<file path="src/rtl/cpu_ctrl_pkg.sv">
// Purpose: shared state codes and decode helpers for the multicycle MIPS control path.
// Latency: n/a (constants and pure functions only).
// Backpressure: n/a.
package cpu_ctrl_pkg;

    localparam int STATE_W = 7;

    // Fetch / trap sequence
    localparam logic [STATE_W-1:0] S_TRAP    = 7'd0;
    localparam logic [STATE_W-1:0] S_FETCH0  = 7'd1;
    localparam logic [STATE_W-1:0] S_FETCH1  = 7'd2;
    localparam logic [STATE_W-1:0] S_FETCH2  = 7'd3;
    localparam logic [STATE_W-1:0] S_DECODE  = 7'd4;

    // Store, branch and load sequences
    localparam logic [STATE_W-1:0] S_ST_ADDR = 7'd7;
    localparam logic [STATE_W-1:0] S_ST_DATA = 7'd8;
    localparam logic [STATE_W-1:0] S_ST_WAIT = 7'd9;
    localparam logic [STATE_W-1:0] S_BEQ     = 7'd11;
    localparam logic [STATE_W-1:0] S_BR_TAKE = 7'd12;
    localparam logic [STATE_W-1:0] S_LD_ADDR = 7'd13;
    localparam logic [STATE_W-1:0] S_LD_WAIT = 7'd14;
    localparam logic [STATE_W-1:0] S_LD_WB   = 7'd15;

    // Single-cycle ALU write-back states: ADDU plus the contiguous block SUBU..LUI
    localparam logic [STATE_W-1:0] S_ADDU    = 7'd6;
    localparam logic [STATE_W-1:0] S_SUBU    = 7'd17;
    localparam logic [STATE_W-1:0] S_AND     = 7'd18;
    localparam logic [STATE_W-1:0] S_OR      = 7'd19;
    localparam logic [STATE_W-1:0] S_XOR     = 7'd20;
    localparam logic [STATE_W-1:0] S_NOR     = 7'd21;
    localparam logic [STATE_W-1:0] S_SLT     = 7'd22;
    localparam logic [STATE_W-1:0] S_SLTU    = 7'd23;
    localparam logic [STATE_W-1:0] S_SLL     = 7'd24;
    localparam logic [STATE_W-1:0] S_SRL     = 7'd25;
    localparam logic [STATE_W-1:0] S_SRA     = 7'd26;
    localparam logic [STATE_W-1:0] S_ADDIU   = 7'd27;
    localparam logic [STATE_W-1:0] S_ANDI    = 7'd28;
    localparam logic [STATE_W-1:0] S_ORI     = 7'd29;
    localparam logic [STATE_W-1:0] S_LUI     = 7'd30;

    function automatic logic is_alu(logic [STATE_W-1:0] s);
        return (s == S_ADDU) || ((s >= S_SUBU) && (s <= S_LUI));
    endfunction

    // Codes DECODE may branch to; everything else is an illegal instruction.
    function automatic logic is_decode_target(logic [STATE_W-1:0] s);
        return is_alu(s) || (s == S_ST_ADDR) || (s == S_BEQ) || (s == S_LD_ADDR);
    endfunction

    // States that hold the memory bus waiting for MOC.
    function automatic logic is_wait(logic [STATE_W-1:0] s);
        return (s == S_FETCH1) || (s == S_ST_WAIT) || (s == S_LD_WAIT);
    endfunction

endpackage

</file>
<file path="src/rtl/moc_timeout_ctr.sv">
// Purpose: counts memory wait cycles without MOC; flags when the bound is reached.
// Latency: count updates one cycle after enable; expired is combinational on count.
// Backpressure: none; holds at the bound until cleared.
// Ports: core_clk, arst_n (async active-low), clear (sync zero), enable (count one),
//        count (current wait count), expired (count == MOC_TIMEOUT).
module moc_timeout_ctr #(
    parameter int TO_W        = 8,
    parameter int MOC_TIMEOUT = 255
) (
    input  logic            core_clk,
    input  logic            arst_n,
    input  logic            clear,
    input  logic            enable,
    output logic [TO_W-1:0] count,
    output logic            expired
);

    assign expired = (count == TO_W'(MOC_TIMEOUT));

    always_ff @(posedge core_clk or negedge arst_n) begin
        if (!arst_n) begin
            count <= '0;
        end else if (clear) begin
            count <= '0;
        end else if (enable && !expired) begin
            count <= count + TO_W'(1);
        end
    end

endmodule

</file>
<file path="src/rtl/control_state_sequencer.sv">
// Purpose: multicycle MIPS control FSM sequencing fetch/decode/execute with bounded memory waits.
// Latency: one state per Clk; strobes decode from State in the same cycle; trap pulses lag by one.
// Backpressure: wait states hold until MOC, or trap to state 0 after MOC_TIMEOUT idle cycles.
// Ports: Clk, Reset_n (async active-low); State_Sel (sampled in DECODE), MOC (sampled in waits),
//        Cond (sampled in BEQ); State, PC/IR/MAR/MDR/RF load strobes, MOV/RW memory request,
//        Illegal_Instr and Bus_Error one-cycle trap pulses.
module control_state_sequencer #(
    parameter int STATE_W     = 7,
    parameter int MOC_TIMEOUT = 255,
    parameter int TO_W        = 8
) (
    input  logic               Clk,
    input  logic               Reset_n,
    input  logic [STATE_W-1:0] State_Sel,
    input  logic               MOC,
    input  logic               Cond,
    output logic [STATE_W-1:0] State,
    output logic               PC_Ld,
    output logic               IR_Ld,
    output logic               MAR_Ld,
    output logic               MDR_Ld,
    output logic               RF_Ld,
    output logic               MOV,
    output logic               RW,
    output logic               Illegal_Instr,
    output logic               Bus_Error
);

    import cpu_ctrl_pkg::*;

    logic [STATE_W-1:0] state_nxt;
    logic               illegal_nxt;
    logic               bus_error_nxt;
    logic               in_wait;
    logic               to_expired;
    logic [TO_W-1:0]    wait_cnt;

    assign in_wait = is_wait(State);

    // Counter idles at zero outside wait states, so every wait entry starts from zero.
    moc_timeout_ctr #(
        .TO_W        (TO_W),
        .MOC_TIMEOUT (MOC_TIMEOUT)
    ) u_moc_timeout_ctr (
        .core_clk (Clk),
        .arst_n   (Reset_n),
        .clear    (!in_wait),
        .enable   (in_wait && !MOC),
        .count    (wait_cnt),
        .expired  (to_expired)
    );

    // Next-state logic. MOC is checked before expiry so a late completion still wins.
    always_comb begin
        state_nxt     = S_TRAP;
        illegal_nxt   = 1'b0;
        bus_error_nxt = 1'b0;
        case (State)
            S_TRAP:    state_nxt = S_FETCH0;
            S_FETCH0:  state_nxt = S_FETCH1;
            S_FETCH1: begin
                if (MOC)             state_nxt = S_FETCH2;
                else if (to_expired) bus_error_nxt = 1'b1;
                else                 state_nxt = S_FETCH1;
            end
            S_FETCH2:  state_nxt = S_DECODE;
            S_DECODE: begin
                if (is_decode_target(State_Sel)) state_nxt = State_Sel;
                else                             illegal_nxt = 1'b1;
            end
            S_ST_ADDR: state_nxt = S_ST_DATA;
            S_ST_DATA: state_nxt = S_ST_WAIT;
            S_ST_WAIT: begin
                if (MOC)             state_nxt = S_FETCH0;
                else if (to_expired) bus_error_nxt = 1'b1;
                else                 state_nxt = S_ST_WAIT;
            end
            S_BEQ:     state_nxt = Cond ? S_BR_TAKE : S_FETCH0;
            S_BR_TAKE: state_nxt = S_FETCH0;
            S_LD_ADDR: state_nxt = S_LD_WAIT;
            S_LD_WAIT: begin
                if (MOC)             state_nxt = S_LD_WB;
                else if (to_expired) bus_error_nxt = 1'b1;
                else                 state_nxt = S_LD_WAIT;
            end
            S_LD_WB:   state_nxt = S_FETCH0;
            // ALU write-back states return to fetch; unused codes fall to trap silently.
            default:   state_nxt = is_alu(State) ? S_FETCH0 : S_TRAP;
        endcase
    end

    always_ff @(posedge Clk or negedge Reset_n) begin
        if (!Reset_n) begin
            State         <= S_TRAP;
            Illegal_Instr <= 1'b0;
            Bus_Error     <= 1'b0;
        end else begin
            State         <= state_nxt;
            Illegal_Instr <= illegal_nxt;
            Bus_Error     <= bus_error_nxt;
        end
    end

    // Moore strobes from State; MDR_Ld in LD_WAIT follows MOC so the data latches on completion.
    // RW idles at read so only ST_WAIT ever presents a write.
    always_comb begin
        PC_Ld  = 1'b0;
        IR_Ld  = 1'b0;
        MAR_Ld = 1'b0;
        MDR_Ld = 1'b0;
        RF_Ld  = 1'b0;
        MOV    = 1'b0;
        RW     = 1'b1;
        case (State)
            S_FETCH0:  MAR_Ld = 1'b1;
            S_FETCH1:  MOV    = 1'b1;
            S_FETCH2: begin
                IR_Ld = 1'b1;
                PC_Ld = 1'b1;
            end
            S_ST_ADDR: MAR_Ld = 1'b1;
            S_ST_DATA: MDR_Ld = 1'b1;
            S_ST_WAIT: begin
                MOV = 1'b1;
                RW  = 1'b0;
            end
            S_BR_TAKE: PC_Ld  = 1'b1;
            S_LD_ADDR: MAR_Ld = 1'b1;
            S_LD_WAIT: begin
                MOV    = 1'b1;
                MDR_Ld = MOC;
            end
            S_LD_WB:   RF_Ld  = 1'b1;
            default:   RF_Ld  = is_alu(State);
        endcase
    end

    // Wait counter must never run past the trap bound.
    a_wait_cnt_bound: assert property (@(posedge Clk) disable iff (!Reset_n)
        wait_cnt <= TO_W'(MOC_TIMEOUT));

endmodule

</file>
<file path="config.mk">
export PLATFORM = sky130hd
export DESIGN_NAME = control_state_sequencer
export DESIGN_NICKNAME = d
export VERILOG_FILES = /design/src/rtl/cpu_ctrl_pkg.sv /design/src/rtl/moc_timeout_ctr.sv /design/src/rtl/control_state_sequencer.sv
export SDC_FILE = /design/constraint.sdc
export NUM_CORES = 1
export LEC_CHECK = 0
export ABC_AREA = 1
export CAP_MARGIN = 20
export CORE_AREA = 8 8 65 67
export CTS_BUF_LIST = sky130_fd_sc_hd__clkbuf_4 sky130_fd_sc_hd__clkbuf_8
export CTS_CLUSTER_DIAMETER = 100
export DETAILED_ROUTE_END_ITERATION = 12
export DIE_AREA = 0 0 73 75
export GPL_TIMING_DRIVEN = 0
export PLACE_DENSITY = 0.77
export SLEW_MARGIN = 40
export SYNTH_ARGS = -nofsm -noshare
export SYNTH_HDL_FRONTEND = slang
export SYNTH_SLANG_ARGS = --single-unit
export TNS_END_PERCENT = 20
</file>
<file path="constraint.sdc">
create_clock -name Clk -period 1.4 [get_ports Clk]
set_input_delay 0.28 -clock Clk [delete_from_list [all_inputs] [get_ports Clk]]
set_output_delay 0.28 -clock Clk [all_outputs]
set_load 0.01 [all_outputs]
</file>
# --- After elaboration in Yosys (flattened, before gate mapping) ---
# Cells that the tools add are included.
totals:
  out_inout_bits: 16
  word_cells: 71
  inputBits: 11
  regBits: 17
op_classes:
  n_lt_le_gt_ge: 4
  addsub: 1
  eq_ne: 19
  n_reduce_logical: 19
  n_mux: 24
op_table:
  columns: ["op", "count"]
  rows:
  - ["$pmux W7 S11", 1]
  - ["$eq A7 B4 Y1 const B", 9]
  - ["$eq A7 B3 Y1 const B", 5]
  - ["$mux W4", 5]
  - ["$mux W8", 2]
  - ["$eq A7 B2 Y1 const B", 2]
  - ["$ge A7 B5 Y1 const B", 2]
  - ["$le A7 B5 Y1 const B", 2]
  - ["$mux W1", 11]
  - ["$reduce_or A3 Y1", 3]
  - ["$reduce_or A9 Y1", 1]
  - ["$add A8 B1 Y8 const B", 1]
  - ["$eq A8 B8 Y1 const B", 1]
  - ["$eq A7 B1 Y1 const B", 1]
  - ["$logic_not A7 Y1", 1]
  - ["$logic_or A1 B1 Y1", 7]
  - ["$mux W7", 1]
  - ["$logic_and A1 B1 Y1", 4]
  - ["$mux W2", 2]
  - ["$pmux W1 S2", 2]
  - ["$logic_not A1 Y1", 2]
  - ["$ne A2 B1 Y1 const B", 1]
  - ["$reduce_or A2 Y1", 1]

# --- Longest topological paths before layout ---
depth:
  depth_word: 8
  depth_mapped: 10
  depth_no_buf: 10

# --- Modules after synthesis ---
# Synthesis repeated with hierarchy kept, for this count alone.
unflattened:
  cells_unflattened: 186
  hier_area_um2: 1288.7
modules_own_cells:
  columns: ["module", "instances", "seq_area_each_um2", "cells_each", "area_each_um2"]
  rows:
  - ["control_state_sequencer", 1, 225.2, 116, 780.7]
  - ["moc_timeout_ctr", 1, 200.2, 70, 508.0]

# --- Worst setup path before layout ---
# Ideal clock, no wire load.
synth_path:
  path_kind: "register -> output"
  start: "register State[6]"
  end: "output port RF_Ld"
  t_required_ns: 1.120
  arrival_ns: 1.050
  slack_ns: 0.070
  path_buffers: 0
  stages_incl_launch_ff: 8
  path_cell_list: "dfrtp_1 -> nor2_2 -> nand2_4 -> nor2_1 -> nand2_1 -> nand2_1 -> inv_1 -> nand2_1"
synth_between:
  elab_chain_len: 4
  word_cells_on_any_way: 17
  cone_classes: "2 x order compare; 11 x eq/ne; 1 x mux; 3 x reduce/logical"
synth_lines:
  columns: ["element", "line_no", "text"]
  rows:
  - ["start, declared", "control_state_sequencer.sv:17", "output logic [STATE_W-1:0] State,"]
  - ["start signal, assigned", "control_state_sequencer.sv:98", "State <= state_nxt;"]
  - ["$ge A7 B5 Y1 or $le A7 B5 Y1 (tied branches)", "cpu_ctrl_pkg.sv:43", "return (s == S_ADDU) || ((s >= S_SUBU) && (s <= S_LUI));"]
  - ["$logic_and A1 B1 Y1", "cpu_ctrl_pkg.sv:43", null]
  - ["$logic_or A1 B1 Y1", "cpu_ctrl_pkg.sv:43", null]
  - ["$pmux W1 S2 *", "control_state_sequencer.sv:114", "case (State)"]
  - ["end, declared", "control_state_sequencer.sv:22", "output logic RF_Ld,"]
# Mark *: on every way between the ends. The rest lies on a longest branch, timed or not.

# --- Worst setup path after layout ---
layout_path:
  start: "register State[5]"
  end: "output port MOV"
layout_between:
  elab_chain_len: 3
  word_cells_on_any_way: 5
  cone_classes: "3 x eq/ne; 1 x mux; 1 x reduce/logical"
layout_lines:
  columns: ["element", "line_no", "text"]
  rows:
  - ["$eq A7 B2 Y1 or $eq A7 B4 Y1 (tied branches)", "control_state_sequencer.sv:114", null]
  - ["$reduce_or A3 Y1 (no line) *", null, null]
  - ["$mux W1 *", "control_state_sequencer.sv:114", null]
  - ["end, declared", "control_state_sequencer.sv:23", "output logic MOV,"]
# Marked as above.

==> results.py <==
metrics = {
    "global_route": {
        "busiest_layer": "met2",
        "grt_pass1_wl_mm": 5.423,
        "grtUsageTotal": 0.1234,
        "grt_use_met1": 0.1465,
        "antenna_found_initial": 0,
        "gr-total-overflow": 0,
        "grt_pass1_vias": 1233,
        "met2_usage": 0.2165,
        "grt_max_degree": 18,
        "use_met3": 0.01864,
    },
    "floorplanning": {
        "start_util": 0.3825,
        "num_rows": 21,
        "die_h_um": 75,
        "dieArea_mm2": 0.005475,
        "core_area_mm2": 0.003232,
        "ios": 27,
        "die_x_um": 73,
    },
    "sta": {
        "fin_crit_sh": 1.269,
        "hold_viol": 0,
        "fin_skew_ns": 0.005572,
        "final.setup.tns_ns": -3.619,
        "rsz0062_at_grt": "true",
        "timing.final.ws_setup_ns": -0.3766,
        "setup_viol": 17,
        "min_period_ns": 1.777,
        "max_freq_ghz": 0.5629,
        "finalMaxSlewViolations": 0,
    },
    "detailed_routing": {
        "drcViolationCount": 0,
        "vias": 1313,
        "wire_per_inst_um": 12.25,
        "ant_nets": 0,
        "dr.pass1.iters": 4,
        "drtIter0Drc": 67,
        "totalWireLength_mm": 3.443,
        "vias_per_cell": 4.673,
    },
    "synth": {
        "synth_ff_type": "dfrtp_1",
        "synth.distinct_cells": 23,
        "ys_ff_latch": 17,
        "ys_seq_area_frac": 0.3441,
        "postSynthCellCount": 182,
        "synth-async-reset-ratio": 1.000,
        "syn_area_mm2": 0.001236,
        "avgSynthCellArea_um2": 6.792,
        "synth_edf_count": 0,
        "synth.yosys.warnings": 0,
    },
    "power_and_ir_drop": {
        "ir_drop_mv": 0.2070,
        "powerDensity_mw_per_mm2": 509.3,
        "p_leak_nw": 0.9409,
    },
    "critical_path": {
        "worstPathArrival_ns": 1.50,
        "ff2ff_setup_slack_ns": -0.22,
        "critPathRequiredTime_ns": 1.12,
        "crit_type": "flop to primary output",
        "cp_max_fo": 6,
        "cp_num_buf_inv": 2,
        "reg2reg_from": "State[5]",
        "rr_worst_depth": 11,
        "max_stage_delay_ns": 0.43,
        "crit_slowest_cell": "dfrtp_1",
        "cp-end-kind": "primary output",
        "startpoint_type": "flop",
        "cp_cell_sequence": "nor2_4 -> nand2_4 -> buf_12 -> nor2_4 -> nor2_4 -> nand2_8 -> buf_6",
        "reg2reg_to": "u_moc_timeout_ctr.count[7]",
        "path_delay_family": "simple AND/OR/NAND/NOR gates",
        "crit_top_cell": "nor2_4",
    },
    "clock_network": {
        "cts_max_path_buffers": 2,
        "cts_buffers": 3,
        "clk_pin_slew_ns": 0.10,
        "cts_tree": "built",
        "cts_root_buffer": "clkbuf_4",
        "insertion_delay_ns": 0.29,
        "h-tree-depth": 1,
        "cts_sinks": 17,
    },
    "finish": {
        "areaGrowthSynthToFinish_pct": 54.25,
        "fin_cells": 281,
        "num-fill-cells": 292,
        "ff_latch_area_um2": 430.4,
        "antenna_cells": 0,
        "multi_input_area_um2": 858.3,
        "utilization": 0.5900,
        "nets": 248,
        "drive_gt1_frac": 0.4255,
    },
    "hold_path": {
        "hp-class": "primary input to async pin",
    },
    "place": {
        "hpwl_mm": 2.264,
        "gp_congestion": 0.9623,
        "pre_cts_ws_ns": -0.5114,
        "numPortBuffers": 26,
        "dp.cells": 255,
    },
    "job": {
        "maxCapViolations": 0,
    },
    "outcome": {
        "violations": "setup timing",
        "status": "finished, violations left",
    },
}
-- per-layer routing --
metal / wire (um) / up-vias
li1: - / 686
met1: 1443 / 594
met2: 1817 / 24
met3: 119 / 9
met4: 63 / 0
met5: 0 / -
-- kinds of logic (layout without fill, tap and decap cells) --
group           count (synthesis)  after routing  synth area share
compound gates                 17             17           0.09412
xor+xnor                        2              2           0.01417
fa+ha+maj                       1              1           0.01012
buf+inv                        26             78           0.07894
flops                          17             17            0.3441
other cells                     1              2          0.003034
simple gates                  118            118            0.4555
-- registers in the layout, summed over array words and instances, names as in the netlist --
signal                   cells
Bus_Error                    1
u_moc_timeout_ctr.count      8
State                        7
Illegal_Instr                1
-- what timing repair did --
item	4_1_cts	5_1_grt
endpoints found under the hold margin	0	17
setup buffers	12	9
setup endpoints to repair	23	25
pin swaps	14	14
hold buffers	0	1
gates resized for setup	76	27
-- Yosys cell counts, types with 4 or more instances --
master,n,area share
nand3_1,18,0.073
nor2_2,7,0.035
nor3_1,4,0.016
a21oi_1,4,0.016
dfrtp_1,17,0.34
nor2_1,29,0.088
a21oi_2,4,0.028
inv_1,23,0.070
nand2_1,48,0.15
-- layout by cell type (no fill, tap or decap), types with 5 or more instances in the layout --
master / netlist / layout
buf_4: 0 / 18
inv_2: 3 / 6
nand2_2: 2 / 11
nand2_1: 48 / 36
nor2_1: 29 / 22
a21oi_2: 4 / 5
buf_6: 0 / 9
nand2_4: 3 / 5
nor2_2: 7 / 7
dfrtp_1: 17 / 13
clkdlybuf4s50_1: 0 / 9
nand3_1: 18 / 14
dlygate4sd2_1: 0 / 5
nor2_4: 3 / 10
inv_1: 23 / 17
-- metrics by stage --
step                       power, W  cell area, um2  hold WS [ns]
final                     0.0009712            1907        0.4342
after global placement    0.0006492            1558        0.5036
after CTS                 0.0009645            1772        0.4663
after detailed placement  0.0006492            1558        0.5113
after global routing       0.001021            1907        0.4634
after floorplan           0.0005778            1240      -0.01559
-- cell type report --
class | count | share of cell area
clock buffer | 4 | 0.01575
inverter | 26 | 0.05512
multi-input combinational | 140 | 0.4501
sequential | 17 | 0.2257
tap | 46 | 0.03018
timing repair buffer | 48 | 0.2231
-- power by group --
| part | switching (W) | leakage, nW | total (W) | internal [W] |
|---|---|---|---|---|
| Sequential | 0.0000117 | 0.226 | 0.000509 | 0.000498 |
| Clock | 0.000158 | 0.0184 | 0.000288 | 0.000130 |
| Combinational | 0.0000936 | 0.696 | 0.000174 | 0.0000806 |
-- worst max path at each step --
stage                  start      to  cells past startpoint
floorplan           State[6]   RF_Ld                      7
global placement    State[6]   RF_Ld                      8
detailed placement       MOC  MDR_Ld                      4
CTS                 State[5]  MDR_Ld                      7
global route        State[5]   PC_Ld                      6
finish              State[5]     MOV                      7
(Power assumes the default switching activity.)
